<file path="src/rtl/result_pkg.sv">
// Shared frame layout for the result sampler: field widths, offsets and the
// packed {tag, frame} entry stored in the FIFO.
package result_pkg;

    localparam int S1_W    = 8;
    localparam int S2_W    = 16;
    localparam int FRAME_W = 24;
    localparam int TAG_W   = 4;
    localparam int S1_LSB  = 16;
    localparam int S2_LSB  = 0;
    localparam int ENTRY_W = TAG_W + FRAME_W;

    typedef struct packed {
        logic [TAG_W-1:0]   tag;
        logic [FRAME_W-1:0] frame;
    } entry_t;

    function automatic logic [FRAME_W-1:0] pack_frame(
        input logic [S1_W-1:0] s1,
        input logic [S2_W-1:0] s2
    );
        logic [FRAME_W-1:0] f;
        f = '0;
        f[S1_LSB +: S1_W] = s1;
        f[S2_LSB +: S2_W] = s2;
        return f;
    endfunction

endpackage

</file>
<file path="src/rtl/sample_fifo.sv">
// Show-ahead FIFO: head entry is read combinationally from storage, so a word
// written at edge k is presented right after edge k.
module sample_fifo #(
    parameter int DEPTH = 4,
    parameter int WIDTH = 28
) (
    input  logic                   clk,
    input  logic                   rst,
    input  logic                   push,
    input  logic                   pop,
    input  logic [WIDTH-1:0]       wdata,
    output logic [WIDTH-1:0]       rdata,
    output logic [$clog2(DEPTH):0] level,
    output logic                   full,
    output logic                   empty
);

    localparam int PTR_W = $clog2(DEPTH);
    localparam int LVL_W = PTR_W + 1;

    logic [PTR_W-1:0] wr_ptr_reg;
    logic [PTR_W-1:0] rd_ptr_reg;
    logic [LVL_W-1:0] level_reg;
    logic [WIDTH-1:0] mem_reg [DEPTH];
    logic             do_push;
    logic             do_pop;

    assign empty   = (level_reg == '0);
    assign full    = (level_reg == LVL_W'(DEPTH));
    assign do_pop  = pop && !empty;
    assign do_push = push && (!full || do_pop);

    // Entries are cleared on reset so the head reads zero until the first push.
    generate
        for (genvar gi = 0; gi < DEPTH; gi++) begin : g_slot
            always_ff @(posedge clk) begin
                if (!rst) begin
                    mem_reg[gi] <= '0;
                end else if (do_push && (wr_ptr_reg == PTR_W'(gi))) begin
                    mem_reg[gi] <= wdata;
                end
            end
        end
    endgenerate

    always_ff @(posedge clk) begin
        if (!rst) begin
            wr_ptr_reg <= '0;
            rd_ptr_reg <= '0;
            level_reg  <= '0;
        end else begin
            if (do_push) begin
                wr_ptr_reg <= wr_ptr_reg + 1'b1;
            end
            if (do_pop) begin
                rd_ptr_reg <= rd_ptr_reg + 1'b1;
            end
            if (do_push && !do_pop) begin
                level_reg <= level_reg + 1'b1;
            end else if (do_pop && !do_push) begin
                level_reg <= level_reg - 1'b1;
            end
        end
    end

    assign rdata = mem_reg[rd_ptr_reg];
    assign level = level_reg;

endmodule

</file>
<file path="src/rtl/result_sampler_fifo.sv">
// Decimating sampler: every DECIM enabled cycles packs {s1,s2} with a sequence
// tag into a FIFO drained over valid/ready; sticky overflow flags drops.
module result_sampler_fifo #(
    parameter int DECIM = 4,
    parameter int DEPTH = 4
) (
    input  logic                   clk,
    input  logic                   rst,
    input  logic                   en,
    input  logic [7:0]             s1,
    input  logic [15:0]            s2,
    input  logic                   clr_ovf,
    input  logic                   out_ready,
    output logic                   out_valid,
    output logic [23:0]            out_data,
    output logic [3:0]             out_tag,
    output logic [$clog2(DEPTH):0] fifo_level,
    output logic                   overflow
);

    import result_pkg::*;

    localparam int CNT_W = (DECIM > 1) ? $clog2(DECIM) : 1;

    logic [CNT_W-1:0]   dcnt_reg;
    logic [TAG_W-1:0]   seq_reg;
    logic               overflow_reg;
    logic               strobe;
    logic               pop;
    logic               push;
    logic               drop;
    logic               full;
    logic               empty;
    entry_t             wr_entry;
    entry_t             head_entry;
    logic [ENTRY_W-1:0] head_bits;

    assign strobe = en && (dcnt_reg == CNT_W'(DECIM - 1));
    assign pop    = !empty && out_ready;
    // A full FIFO can still accept the sample if the head leaves this cycle.
    assign push   = strobe && (!full || pop);
    assign drop   = strobe && full && !pop;

    always_ff @(posedge clk) begin
        if (!rst) begin
            dcnt_reg <= '0;
        end else if (en) begin
            dcnt_reg <= strobe ? '0 : dcnt_reg + 1'b1;
        end
    end

    // Tag advances on every strobe, dropped or not, so gaps expose losses.
    always_ff @(posedge clk) begin
        if (!rst) begin
            seq_reg <= '0;
        end else if (strobe) begin
            seq_reg <= seq_reg + 1'b1;
        end
    end

    always_ff @(posedge clk) begin
        if (!rst) begin
            overflow_reg <= 1'b0;
        end else if (drop) begin
            overflow_reg <= 1'b1;
        end else if (clr_ovf) begin
            overflow_reg <= 1'b0;
        end
    end

    always_comb begin
        wr_entry       = '0;
        wr_entry.tag   = seq_reg;
        wr_entry.frame = pack_frame(s1, s2);
    end

    sample_fifo #(
        .DEPTH (DEPTH),
        .WIDTH (ENTRY_W)
    ) u_fifo (
        .clk   (clk),
        .rst   (rst),
        .push  (push),
        .pop   (pop),
        .wdata (wr_entry),
        .rdata (head_bits),
        .level (fifo_level),
        .full  (full),
        .empty (empty)
    );

    assign head_entry = head_bits;
    assign out_valid  = !empty;
    assign out_data   = head_entry.frame;
    assign out_tag    = head_entry.tag;
    assign overflow   = overflow_reg;

endmodule
</file>
<file path="config.mk">
export PLATFORM = sky130hd
export DESIGN_NAME = result_sampler_fifo
export DESIGN_NICKNAME = d
export VERILOG_FILES = /design/src/rtl/result_pkg.sv /design/src/rtl/sample_fifo.sv /design/src/rtl/result_sampler_fifo.sv
export SDC_FILE = /design/constraint.sdc
export NUM_CORES = 1
export LEC_CHECK = 0
export BUFFER_PORTS_ARGS = -buffer_cell sky130_fd_sc_hd__buf_2
export CORE_UTILIZATION = 58
export DETAILED_ROUTE_END_ITERATION = 8
export PLACE_DENSITY = 0.79
export SYNTH_ARGS = -nofsm -noshare
export SYNTH_HDL_FRONTEND = slang
export SYNTH_HIERARCHICAL = 1
export SYNTH_SLANG_ARGS = --single-unit
</file>
<file path="constraint.sdc">
create_clock -name clk -period 3.97 [get_ports clk]
set_input_delay 1.191 -clock clk [delete_from_list [all_inputs] [get_ports clk]]
set_output_delay 1.191 -clock clk [all_outputs]
set_load 0.02 [all_outputs]
</file>
==> out/metrics.yaml <==
outcome: "finished clean"
io_buffers: 61
layout_commonest_cell: "nor2_1"
place.detailed.instances: 567
hold_ws_ns: 0.4833
critPathSlowestCell: "dfxtp_2"
detailroute.via_count: 3318
timing.final.hold_violations: 0
clock_sinks: 128
seqPwrFrac_pct: 48.0
cts_hold_buffers: 0
cts_max_path_buffers: 2
n_antenna_cell: 0
violation_count_after_the_first_detailed_routing_iteration: 246
layout_min_cycle_time_ns: 3.400
dominant_cell_type_by_area_after_synthesis: "edfxtp_1"
tightest_slew_ns: 0.6204
synth_top_cell_area_share_pct: 60.99
post_cts.repair.setup_buffers: 0
drc: 0
totalPowerFinal_mw: 3.161
avgSynthCellArea_sq_um: 14.14
clk_pin_slew_worst_paths_ns: 0.06
fill_cells: 588
crit_type: "reg2out"
irDropWorstVdd_mv: 0.3721
finalInstanceArea_sq_um: 6497
initial_core_util_pct: 59.68
layout-drive-gt1-share_pct: 29.42
resized_after_cts: 0
hold_path_class: "reg2reg"
ctsHtreeMaxLevel: 4
number_of_antenna_violations_at_the_first_check_in_global_routing: 0
floorplan.die.height_um: 99.51
ff2ff_path_depth: 11
tritoncts: "built"
drtPass1Iterations: 5
setup_total_negative_slack_ns: 0
synth_area_sq_um: 5514
timing_max_transition_violations_final: 0
share_comb_of_total_power_pct: 4.3
drtAntennaViolNets: 0
cts_made_buffers: 17
global_route.overflow_total: 0
layout.core_utilization_pct: 70.32
via_count_of_the_first_global_routing_pass: 3468
report.final.setup_viol: 0
critical_path.reg2reg.endpoint: "u_fifo/level[2]"
gpl.final_weighted_congestion: 0.7354
worstPathMaxFanout: 15
pwr_cell_area_nw_per_um2: 486.5
r2r_setup_slack_ns: 1.12
dpl_cell_area_sq_um: 5916
setup_repair_after_global_routing_missed_its_margin: "false"
grt.total_usage_pct: 23.82
synth_seq_area_share_pct: 66.80
timing.critical_path.required_ns: 2.78
worst_hold_path.endpoint: "overflow"
synthCells: 390
drv_cap: 0
viasPerCell: 5.548
worst_setup_path_start_kind: "flop"
finalWirelength_um: 10690
grt_start_max_net_pins: 42
fmax_mhz: 294.1
cp_slowest_stage_delay_ns: 0.73
worstPathArrival_ns: 2.21
startpoint_of_the_most_critical_register_to_register_path: "u_fifo/level[1]"
worstHoldStart: "overflow"
yosysWarnings: 6
clock_latency_ns: 0.51
yosysUniqueCellTypes: 35
power_frac_clock_pct: 47.7
pre_cts_ws_ns: 0.5320
setup_ws_ns: 0.5700
yosys-top-cells-area: "edfxtp_1, mux4_2, nor2_1"
wire_length_of_the_first_global_routing_pass_um: 17320
floorplan.rows: 35
power.share.switching_pct: 20.87
crit_path_cell_trace: "buf_12 -> mux4_2 -> buf_2"
number_of_cells_on_the_worst_hold_path: 2
cell_chosen_for_the_clock_root: "clkbuf_8"
detailed_place_hpwl_um: 6159
maxSlewHeadroom_pct: 58.64
yosys_register_bits: 128
worst_setup_path_end_kind: "primary output"
final.setup_skew_ns: 0.009273
final_cell_count_no_fill: 598
leakagePower_nw: 2.381
die-width_um: 99.51
nets: 494
design.core.area_sq_um: 9240
final_min_period_over_clock_period_pct: 85.64
power.net_switching_mw: 0.6597
postSynthNetCount: 427
ios: 62
post_detailed_route_wirelength_per_cell_um: 17.88
internal_power_mw: 2.501
commonest_cells_after_routing_fill_and_taps_aside: "nor2_1, edfxtp_1, buf_2, nand2_1, mux4_2"
die-area_sq_um: 9901
area_growth_syn_to_layout_pct: 17.84
largest_register_ffs: 112
==> worst max-delay path, delay by kind of cell, from the launching register on <==
kind	cells	cell delay, ns
flops	1	0.73
buf+inv	2	0.43
mux	1	0.53
==> worst max path at each step <==
stage | from | to | slack [ns] | depth (start not counted)
after CTS | flop | out_data[18] | 0.52 | 3
after floorplan | en | u_fifo/level[2] | 0.70 | 10
after detailed placement | out_ready | u_fifo/level[2] | 0.53 | 11
after global routing | flop | out_data[18] | 0.45 | 3
after global placement | out_ready | u_fifo/level[2] | 0.63 | 11
final | flop | out_data[18] | 0.57 | 3
==> power by group through the flow <==
stage	sequential, mW	combinational, mW	clock, mW
2_1_floorplan	1.54	0.0860	0
4_1_cts	1.52	0.137	1.52
3_3_place_gp	1.54	0.133	0
6_report	1.52	0.135	1.51
5_1_grt	1.52	0.147	1.58
3_5_place_dp	1.55	0.136	0
==> cell families after synthesis <==
group / after synthesis / share of synthesized area, %
compound gates: 10 / 1.203
mux: 32 / 12.16
fa+ha+maj: 8 / 1.951
xor+xnor: 6 / 0.9530
buf+inv: 30 / 3.404
simple gates: 176 / 13.52
flops: 128 / 66.80
==> layer usage <==
layer / track usage, % / routed length, um / up-vias / share of wire [%]
met5: 0 / 0 / - / 0
met3: 5.622 / 675 / 13 / 6.3
met1: 30.17 / 4355 / 1631 / 41
li1: - / - / 1536 / -
met2: 40.28 / 5537 / 138 / 52
met4: 9.163 / 123 / 0 / 1.2
==> Yosys cell counts, drive strengths merged <==
cell	number
buf	19
or3	2
mux2i	4
o21ai	3
xnor2	5
nor2b	3
ha	7
mux4	28
nor3b	1
dfxtp	16
nor3	1
xor2	1
edfxtp	112
nand4	2
a21oi	1
clkbuf	6
nand2b	2
inv	5
a21boi	4
nand2	37
nor2	113
or4b	1
o311ai	1
and2	7
fa	1
o31ai	1
nand3	7
==> final cells by class <==
type / count / area, sq um / share of cell area [%]
Timing Repair Buffer: 73 / 407.9 / 6.278
Multi-Input combinational cell: 232 / 1643 / 25.28
Inverter: 5 / 18.77 / 0.2889
Clock buffer: 17 / 414.1 / 6.374
Clock inverter: 14 / 167.7 / 2.580
Sequential cell: 128 / 3685 / 56.71
Tap cell: 129 / 161.4 / 2.484
No activity file was read; power rests on OpenSTA's default activity.
